$ cat config.mk
export PLATFORM = sky130hd
export DESIGN_NAME = fifo_rd_stream_flat
export DESIGN_NICKNAME = d
export VERILOG_FILES = /design/src/rtl/fifo_rd_stream_if.sv /design/src/rtl/fifo_rd_stream.sv /design/src/flat_wrapper.sv
export SDC_FILE = /design/constraint.sdc
export NUM_CORES = 1
export LEC_CHECK = 0
export ABC_AREA = 1
export CAP_MARGIN = 10
export CORE_MARGIN = 4
export CORE_UTILIZATION = 59
export CTS_CLUSTER_SIZE = 14
export DETAILED_ROUTE_END_ITERATION = 7
export PLACE_DENSITY = 0.85
export SLEW_MARGIN = 15
export SYNTH_ARGS = -nofsm -noshare
export SYNTH_HDL_FRONTEND = slang
export SYNTH_SLANG_ARGS = --single-unit
$ cat constraint.sdc
create_clock -name rdclk -period 3.52 [get_ports rdclk]
set_input_delay 0.88 -clock rdclk [delete_from_list [all_inputs] [get_ports rdclk]]
set_output_delay 0.88 -clock rdclk [all_outputs]
set_load 0.02 [all_outputs]
$ cat src/rtl/fifo_rd_stream_if.sv
// Read-side bundle of fifo_rd_stream: the FIFO read port together with the
// registered valid/ready stream presented to the downstream router port.
interface fifo_rd_stream_if #(
   parameter int DATA_WIDTH = 16
);
   logic                  fifo_empty;
   logic [DATA_WIDTH-1:0] fifo_rd_data;
   logic                  fifo_rd_en;
   logic                  out_valid;
   logic [DATA_WIDTH-1:0] out_data;
   logic                  out_ready;

   // Drain engine side: pops the FIFO and drives the stream.
   modport master (
      input  fifo_empty, fifo_rd_data, out_ready,
      output fifo_rd_en, out_valid, out_data
   );

   // FIFO and downstream router side.
   modport slave (
      output fifo_empty, fifo_rd_data, out_ready,
      input  fifo_rd_en, out_valid, out_data
   );
endinterface

$ cat src/rtl/fifo_rd_stream.sv
// Read-side drain engine for the NoP async FIFO. Pops flits, hides the
// one-cycle RAM read latency and re-presents them as a registered valid/ready
// stream through a small skid buffer, so backpressure never loses a flit.
module fifo_rd_stream #(
   parameter int DATA_WIDTH = 16,
   parameter int BUF_AW     = 2,
   parameter int CNT_WIDTH  = 16
) (
   input  logic                 rdclk,
   input  logic                 rstn_rdclk,
   fifo_rd_stream_if.master     rd_if,
   output logic                 busy,
   output logic [CNT_WIDTH-1:0] flit_cnt
);
   localparam int PW        = BUF_AW + 1;
   localparam int BUF_DEPTH = 2 ** BUF_AW;
   localparam logic [PW-1:0] FULL_OCC  = PW'(BUF_DEPTH);
   localparam logic [PW:0]   DEPTH_RES = (PW + 1)'(BUF_DEPTH);

   logic [PW-1:0]         wptr;
   logic [PW-1:0]         rptr;
   logic [PW-1:0]         occ;
   logic [PW:0]           reserved;
   logic                  inflight;
   logic                  hs;
   logic [DATA_WIDTH-1:0] buf_mem [BUF_DEPTH];

   // Occupancy is the modular pointer distance; the extra pointer bit tells
   // full (BUF_DEPTH) apart from empty (0).
   assign occ      = wptr - rptr;
   assign reserved = {1'b0, occ} + {{PW{1'b0}}, inflight};

   // Issue only from registered state plus the empty flag, counting the
   // in-flight slot so a returning flit always finds room. Gating with the
   // reset keeps the pop request low while the block is held in reset.
   assign rd_if.fifo_rd_en = rstn_rdclk & ~rd_if.fifo_empty & (reserved < DEPTH_RES);

   assign rd_if.out_valid = (occ != '0);
   assign rd_if.out_data  = buf_mem[rptr[BUF_AW-1:0]];
   assign hs              = rd_if.out_valid & rd_if.out_ready;
   assign busy            = rd_if.out_valid | inflight;

   // Pop tracking, buffer pointers and delivered-flit counter.
   always_ff @(posedge rdclk or negedge rstn_rdclk) begin
      if (!rstn_rdclk) begin
         inflight <= 1'b0;
         wptr     <= '0;
         rptr     <= '0;
         flit_cnt <= '0;
      end else begin
         // NOTE: non-blocking assignments so every register here sees the
         // pre-edge values of the others, whatever the statement order.
         inflight <= rd_if.fifo_rd_en;
         if (inflight) begin
            wptr <= wptr + PW'(1);
         end
         if (hs) begin
            rptr     <= rptr + PW'(1);
            flit_cnt <= flit_cnt + CNT_WIDTH'(1);
         end
      end
   end

   // Skid storage: capture the RAM data the cycle after each pop.
   always_ff @(posedge rdclk or negedge rstn_rdclk) begin
      if (!rstn_rdclk) begin
         // NOTE: the entries are reset so out_data reads 0 out of reset
         // without needing an extra output gate on out_valid.
         for (int i = 0; i < BUF_DEPTH; i++) begin
            buf_mem[i] <= '0;
         end
      end else if (inflight) begin
         buf_mem[wptr[BUF_AW-1:0]] <= rd_if.fifo_rd_data;
      end
   end

   // A capture must always find a free slot; the issue rule reserves it.
   a_no_overflow: assert property (@(posedge rdclk) disable iff (!rstn_rdclk)
      !(inflight && (occ == FULL_OCC)));

endmodule
$ cat src/flat_wrapper.sv
// flat-port wrapper written by rule: the top's interface ports become plain ports
module fifo_rd_stream_flat 
#(
   parameter int DATA_WIDTH = 16,
   parameter int BUF_AW     = 2,
   parameter int CNT_WIDTH  = 16
)
  (rdclk, rstn_rdclk, busy, flit_cnt, rd_if_fifo_empty, rd_if_fifo_rd_data, rd_if_out_ready, rd_if_fifo_rd_en, rd_if_out_valid, rd_if_out_data);
  fifo_rd_stream_if #(.DATA_WIDTH(DATA_WIDTH)) rd_if_i ();
  input  logic rdclk;
  input  logic rstn_rdclk;
  output logic busy;
  output logic [CNT_WIDTH-1:0] flit_cnt;
  input wire logic [$bits(rd_if_i.fifo_empty)-1:0] rd_if_fifo_empty;
  input wire logic [$bits(rd_if_i.fifo_rd_data)-1:0] rd_if_fifo_rd_data;
  input wire logic [$bits(rd_if_i.out_ready)-1:0] rd_if_out_ready;
  output wire logic [$bits(rd_if_i.fifo_rd_en)-1:0] rd_if_fifo_rd_en;
  output wire logic [$bits(rd_if_i.out_valid)-1:0] rd_if_out_valid;
  output wire logic [$bits(rd_if_i.out_data)-1:0] rd_if_out_data;
  assign rd_if_i.fifo_empty = rd_if_fifo_empty;
  assign rd_if_i.fifo_rd_data = rd_if_fifo_rd_data;
  assign rd_if_i.out_ready = rd_if_out_ready;
  assign rd_if_fifo_rd_en = rd_if_i.fifo_rd_en;
  assign rd_if_out_valid = rd_if_i.out_valid;
  assign rd_if_out_data = rd_if_i.out_data;
  fifo_rd_stream #(.DATA_WIDTH(DATA_WIDTH), .BUF_AW(BUF_AW), .CNT_WIDTH(CNT_WIDTH)) u_core (.rdclk(rdclk), .rstn_rdclk(rstn_rdclk), .rd_if(rd_if_i), .busy(busy), .flit_cnt(flit_cnt));
endmodule
== After elaboration in Yosys (flattened, before gate mapping) ==
Index checks and enable logic that the tools add are counted.

* Logic and storage cells: 32
* Output and inout port bits: 35
* Register bits: 87
* Bits of input ports: 20

* Mux-type cells: 6
* $lt $le $gt $ge: 4
* Add/sub/neg operators: 5
* Reductions and logical operators: 2
* Bitwise logic cells: 7

{| class="wikitable"
|+ Operators by type and width
! operator !! number
|-
| bitwise mux 64 bit || 1
|-
| two-way mux 16 bit || 3
|-
| binary-select mux 16 bit (select 2 bit) || 1
|-
| demux 16 bit (select 2 bit) || 1
|-
| adder 16 x 1 -> 16 bit, second input constant || 1
|-
| adder 3 x 1 -> 3 bit, second input constant || 2
|-
| greater-or-equal comparator 3 bit, second input constant || 2
|-
| inverter 2 -> 3 bit || 2
|-
| adder 3 x 1 -> 4 bit || 1
|-
| less-than comparator 4 x 3 -> 1 bit, second input constant || 1
|-
| AND 1 bit || 3
|-
| less-than comparator 3 x 1 -> 1 bit, second input constant || 1
|-
| nonzero test 3 bit || 1
|-
| subtractor 3 bit || 1
|-
| logical AND 1 bit || 1
|-
| inverter 1 bit || 1
|-
| bitwise OR 1 bit || 1
|}

== Depth between registers and ports, before layout ==
* Word-level depth: 6
* Gate-level depth with buffers: 11
* Mapped depth without buffers: 10

== Worst setup path after synthesis ==
OpenSTA, ideal clock, no wires.

* Path type: register -> output
* Start: reg u_core.wptr[0]
* End: out rd_if_fifo_rd_en
* Data required time: 2.640 ns
* Path buffers: 0
* Cell stages (with the launch flop): 7
* Arrival time: 1.747 ns
* Setup slack: 0.893 ns
* Path through: dfrtp_1 -> inv_1 -> ha_1 -> fa_1 -> nand2_4 -> nand2_1 -> nor3_1

* Cells in the longest elaborated chain, start to end: 4

{| class="wikitable"
|+ RTL lines
! what !! line !! text
|-
| from (decl) || fifo_rd_stream.sv:20 || <nowiki>logic [PW-1:0] wptr;</nowiki>
|-
| from (signal assigned) || fifo_rd_stream.sv:55 || <nowiki>wptr <= wptr + PW'(1);</nowiki>
|-
| subtractor 3 bit || fifo_rd_stream.sv:30 || <nowiki>assign occ = wptr - rptr;</nowiki>
|-
| adder 3 x 1 -> 4 bit || fifo_rd_stream.sv:31 || <nowiki>assign reserved = {1'b0, occ} + {{PW{1'b0}}, inflight};</nowiki>
|-
| less-than comparator 4 x 3 -> 1 bit || fifo_rd_stream.sv:36 || <nowiki>assign rd_if.fifo_rd_en = rstn_rdclk & ~rd_if.fifo_empty & (reserved < DEPTH_RES);</nowiki>
|-
| AND 1 bit || fifo_rd_stream.sv:36 ||
|-
| to (decl) || flat_wrapper.sv:17 || <nowiki>output wire logic [$bits(rd_if_i.fifo_rd_en)-1:0] rd_if_fifo_rd_en;</nowiki>
|}

No other way between the ends.

== Worst setup path after layout ==
* Start: reg u_core.wptr[0]
* End: out busy

* Cells in the longest elaborated chain, start to end: 3

{| class="wikitable"
|+ RTL lines
! what !! line !! text
|-
| subtractor 3 bit || fifo_rd_stream.sv:30 ||
|-
| nonzero test 3 bit || fifo_rd_stream.sv:38 || <nowiki>assign rd_if.out_valid = (occ != '0);</nowiki>
|-
| bitwise OR 1 bit || fifo_rd_stream.sv:41 || <nowiki>assign busy = rd_if.out_valid | inflight;</nowiki>
|-
| to (decl) || flat_wrapper.sv:12 || <nowiki>output logic busy;</nowiki>
|}

No other way between the ends.

==> metrics.txt <==
# TYPE chip_impl_metric gauge
chip_impl_info{name="outcome",value="complete, no violations"} 1
chip_impl_metric{name="post-dp-hpwl",unit="microns"} 5978
chip_impl_metric{name="worst_ep_arrival_time",unit="ps"} 2410
chip_impl_metric{name="finalWirelength",unit="microns"} 9286
chip_impl_info{name="regToRegStartpoint",value="u_core.wptr[0]"} 1
chip_impl_metric{name="antenna_found_initial",unit=""} 0
chip_impl_info{name="path_cells",value="inv_1 > ha_1 > fa_1 > inv_1 > nand3_2 > nand4_1 > clkdlybuf4s50_1"} 1
chip_impl_metric{name="antenna_cells_inserted",unit=""} 0
chip_impl_metric{name="design.final.nets",unit=""} 577
chip_impl_metric{name="tritoncts_num_sinks",unit=""} 87
chip_impl_info{name="end_kind",value="output pin"} 1
chip_impl_metric{name="final.period_utilization",unit=""} 0.9340
chip_impl_metric{name="design.portCount",unit=""} 55
chip_impl_metric{name="ff2ff_path_depth",unit=""} 10
chip_impl_metric{name="cts.reportedPaths.clkPinSlew",unit="ps"} 90
chip_impl_metric{name="cell_count_after_synthesis",unit=""} 503
chip_impl_info{name="tritoncts_clock_tree",value="built"} 1
chip_impl_metric{name="floorplan.die.height",unit="microns"} 92.02
chip_impl_metric{name="numCtsBuffers",unit=""} 9
chip_impl_metric{name="max_cap_violations",unit=""} 0
chip_impl_info{name="most_frequent_cell_on_the_critical_path",value="sky130_fd_sc_hd__inv_1"} 1
chip_impl_metric{name="detail-route-antenna-nets",unit=""} 0
chip_impl_metric{name="setup_viol_count_final",unit=""} 0
chip_impl_metric{name="design_area",unit="sq um"} 4936
chip_impl_metric{name="areaGrowthSynthToFinish",unit="%"} 18.50
chip_impl_info{name="crit_slowest_cell",value="sky130_fd_sc_hd__clkdlybuf4s50_1"} 1
chip_impl_metric{name="floorplan.initialDensity",unit=""} 0.6097
chip_impl_metric{name="vias_in_the_first_global_route",unit=""} 3633
chip_impl_metric{name="worst_clock_skew",unit="ps"} 5.506
chip_impl_metric{name="post-cts-setup-buffers",unit=""} 0
chip_impl_metric{name="ir_worst_vdd",unit="mV"} 0.5977
chip_impl_metric{name="overflow_after_grt",unit=""} 0
chip_impl_metric{name="finalHoldViolCount",unit=""} 0
chip_impl_metric{name="min_path_cells",unit=""} 2
chip_impl_metric{name="insertion_delay",unit="ps"} 350
chip_impl_metric{name="wl_per_cell",unit="microns"} 14.31
chip_impl_metric{name="maxClockFrequency",unit="MHz"} 304.2
chip_impl_metric{name="detailed_route_iter0_violations",unit=""} 303
chip_impl_metric{name="cts_hold_repair.buffers",unit=""} 0
chip_impl_metric{name="num_vias",unit=""} 3509
chip_impl_metric{name="yosys.cell_types.count",unit=""} 25
chip_impl_metric{name="core_area",unit="sq um"} 6832
chip_impl_metric{name="worst-path-max-fanout",unit=""} 4
chip_impl_metric{name="post_synth.cell_area_avg",unit="sq um"} 8.281
chip_impl_metric{name="cts_max_level",unit=""} 3
chip_impl_metric{name="post-route-min-period",unit="ps"} 3288
chip_impl_info{name="hp-class",value="flop to flop"} 1
chip_impl_metric{name="dieWidth",unit="microns"} 92.02
chip_impl_metric{name="gpl.final_weighted_congestion",unit=""} 0.8661
chip_impl_info{name="critPathLaunchType",value="flop"} 1
chip_impl_metric{name="port_buffers",unit=""} 54
chip_impl_metric{name="max_slew.worst_pin.slew",unit="ps"} 1064
chip_impl_info{name="clk_root_buffer_cell",value="sky130_fd_sc_hd__clkbuf_8"} 1
chip_impl_metric{name="cellLeakagePower",unit="nW"} 2.327
chip_impl_info{name="min_to",value="u_core.buf_mem[40]"} 1
chip_impl_metric{name="avgViaCountPerCell",unit=""} 5.407
chip_impl_metric{name="postPlaceCellArea",unit="sq um"} 4752
chip_impl_metric{name="global_route_wire_length_before_repair",unit="microns"} 16090
chip_impl_metric{name="yosys_warnings",unit=""} 0
chip_impl_metric{name="floorplan.die_area",unit="sq um"} 8468
chip_impl_metric{name="data_required_time_at_the_worst_endpoint",unit="ps"} 2640
chip_impl_info{name="cell_family_with_most_cp_delay",value="buffers and inverters"} 1
chip_impl_metric{name="met1_usage",unit=""} 0.2944
chip_impl_metric{name="ctsLongestPathBuffers",unit=""} 2
chip_impl_metric{name="power-per-cell-area",unit="nW/um^2"} 922.1
chip_impl_metric{name="number_of_synthesized_register_bits",unit=""} 87
chip_impl_metric{name="drc",unit=""} 0
chip_impl_metric{name="final_layout_size_suffix_gt1_frac",unit=""} 0.07052
chip_impl_metric{name="num_rows",unit=""} 30
chip_impl_metric{name="seq_area_frac_synth",unit=""} 0.5227
chip_impl_metric{name="regToRegSetupSlack",unit="ps"} 1200
chip_impl_metric{name="max-slew-margin-rel",unit=""} 0.2890
chip_impl_metric{name="syn_nets",unit=""} 531
chip_impl_metric{name="use_met3",unit=""} 0.05824
chip_impl_info{name="grt_setup_unrepaired",value="false"} 1
chip_impl_metric{name="met2_track_utilization_from_global_routing",unit=""} 0.3978
chip_impl_info{name="timing.hold.worst.start",value="u_core.buf_mem[40]"} 1
chip_impl_metric{name="grt_use_total",unit=""} 0.2359
chip_impl_metric{name="crit_path_max_cell_delay",unit="ps"} 600
chip_impl_info{name="reg2reg_to",value="u_core.flit_cnt[11]"} 1
chip_impl_metric{name="summed_instance_area_of_the_synthesized_netlist",unit="sq um"} 4165
chip_impl_metric{name="drt_pre_antenna_iters",unit=""} 5
chip_impl_metric{name="finalHoldWorstSlack",unit="ps"} 490.2
chip_impl_metric{name="worst-path-buf-inv",unit=""} 3
chip_impl_info{name="critical_path_class",value="flop to output pin"} 1
chip_impl_metric{name="fillCellCount",unit=""} 552
chip_impl_info{name="busiest_layer",value="met2"} 1
chip_impl_metric{name="final.setup.tns",unit="ps"} 0
chip_impl_metric{name="grt_max_degree",unit=""} 88
chip_impl_metric{name="timing.final.max_slew_violations",unit=""} 0
==> metal layers <==
| layer | up-vias | share of wire |
|---|---|---|
| li1 | 1712 | - |
| met1 | 1667 | 0.43 |
| met2 | 111 | 0.50 |
| met3 | 19 | 0.055 |
| met4 | 0 | 0.018 |
| met5 | - | 0 |
==> layout make-up <==
type / instances / area, sq um / share of cell area
flip-flops and latches: 87 / 2177 / 0.4411
multi-input cells: 352 / 1717 / 0.3478
repair buffers: 59 / 596.8 / 0.1209
inverters: 40 / 150.1 / 0.03042
clock buffers: 9 / 123.9 / 0.02510
well taps: 96 / 120.1 / 0.02433
clock inverters: 6 / 51.30 / 0.01039
==> Yosys cell counts <==
master,count,area (sq um)
sky130_fd_sc_hd__dfrtp_1,87,2177
sky130_fd_sc_hd__inv_2,1,3.750
sky130_fd_sc_hd__nand2_4,2,22.52
sky130_fd_sc_hd__inv_1,39,146.4
sky130_fd_sc_hd__buf_2,3,15.01
sky130_fd_sc_hd__nand2_2,13,81.33
sky130_fd_sc_hd__nand3_4,1,17.52
sky130_fd_sc_hd__clkbuf_1,17,63.81
sky130_fd_sc_hd__nand4_1,7,43.79
sky130_fd_sc_hd__xor2_1,2,17.52
sky130_fd_sc_hd__buf_8,1,15.01
sky130_fd_sc_hd__nand3_1,10,50.05
sky130_fd_sc_hd__o31ai_1,1,7.510
sky130_fd_sc_hd__nand3_2,1,10.01
sky130_fd_sc_hd__o21ai_0,101,505.5
sky130_fd_sc_hd__nand2_1,134,503.0
sky130_fd_sc_hd__nand3b_1,1,7.510
sky130_fd_sc_hd__ha_1,7,87.58
sky130_fd_sc_hd__nor3_1,1,5.000
sky130_fd_sc_hd__buf_12,1,20.02
sky130_fd_sc_hd__o22ai_1,16,100.1
sky130_fd_sc_hd__xnor2_1,7,61.31
sky130_fd_sc_hd__buf_1,2,7.510
sky130_fd_sc_hd__fa_1,1,20.02
sky130_fd_sc_hd__nor2_1,47,176.4
==> power breakdown <==
| group | switching (mW) | total, mW | internal (mW) |
|---|---|---|---|
| combinational | 1.29 | 2.20 | 0.904 |
| clock | 0.374 | 0.638 | 0.264 |
| sequential | 0.277 | 1.72 | 1.44 |
==> metrics by stage <==
step           total power, mW  cells  setup slack (ps)    util
6_report                 4.552    649             232.3  0.7225
5_1_grt                  4.933    649             95.17  0.7225
4_1_cts                  4.579    649             95.63  0.7212
3_5_place_dp             3.920    634             479.7  0.6956
3_3_place_gp             3.811    634             495.1  0.6956
2_1_floorplan            3.116    503             892.6       -
==> sequential cells by signal, indices dropped and copies added, names as in the netlist <==
name and count:
u_core.flit_cnt 16, u_core.rptr 3, u_core.buf_mem 64, u_core.inflight 1
u_core.wptr 3
==> worst max-delay path by stage <==
stage                     slack [ps]               end              from  cells after the start
after floorplan                  890  rd_if_fifo_rd_en    u_core.wptr[0]                      6
after global placement           500  rd_if_fifo_rd_en  rd_if_fifo_empty                      3
after detailed placement         480  rd_if_fifo_rd_en  rd_if_fifo_empty                      3
after CTS                        100  rd_if_fifo_rd_en    u_core.wptr[0]                      7
after global routing             100              busy    u_core.wptr[0]                      7
final                            230              busy    u_core.wptr[0]                      7
==> tightest hold or removal path, stage by stage (launching register included) <==
cell	delay [ps]
sky130_fd_sc_hd__dfrtp_1	350
sky130_fd_sc_hd__nand2_1	50
sky130_fd_sc_hd__o21ai_0	60
==> layout by cell type (no fill, tap or decap), types with 2 or more instances in the layout <==
| cell type | count |
|---|---|
| sky130_fd_sc_hd__o22ai_1 | 16 |
| sky130_fd_sc_hd__xor2_1 | 2 |
| sky130_fd_sc_hd__clkdlybuf4s50_1 | 51 |
| sky130_fd_sc_hd__nand2_2 | 13 |
| sky130_fd_sc_hd__inv_1 | 39 |
| sky130_fd_sc_hd__dlymetal6s2s_1 | 2 |
| sky130_fd_sc_hd__o21ai_0 | 101 |
| sky130_fd_sc_hd__dfrtp_1 | 87 |
| sky130_fd_sc_hd__ha_1 | 7 |
| sky130_fd_sc_hd__buf_4 | 4 |
| sky130_fd_sc_hd__xnor2_1 | 7 |
| sky130_fd_sc_hd__nand2_1 | 134 |
| sky130_fd_sc_hd__nand3_1 | 10 |
| sky130_fd_sc_hd__nand4_1 | 7 |
| sky130_fd_sc_hd__clkbuf_8 | 9 |
| sky130_fd_sc_hd__nand2_4 | 2 |
| sky130_fd_sc_hd__inv_6 | 4 |
| sky130_fd_sc_hd__nor2_1 | 47 |
==> cell families (layout without fill, tap and decap cells) <==
| kind of cell | Yosys count | in the layout | synth area share |
|---|---|---|---|
| fa+ha+maj | 8 | 8 | 0.02583 |
| compound gates | 118 | 118 | 0.1472 |
| flops | 87 | 87 | 0.5227 |
| simple gates | 217 | 217 | 0.2202 |
| xor+xnor | 9 | 9 | 0.01893 |
| buf+inv | 64 | 114 | 0.06518 |
==> what timing repair did <==
item / 4_1_cts / 5_1_grt
setup endpoints to repair: 0 / 2
endpoints found under the hold margin: 0 / 0
gates resized for setup: 0 / 2
(Power assumes the default switching activity.)
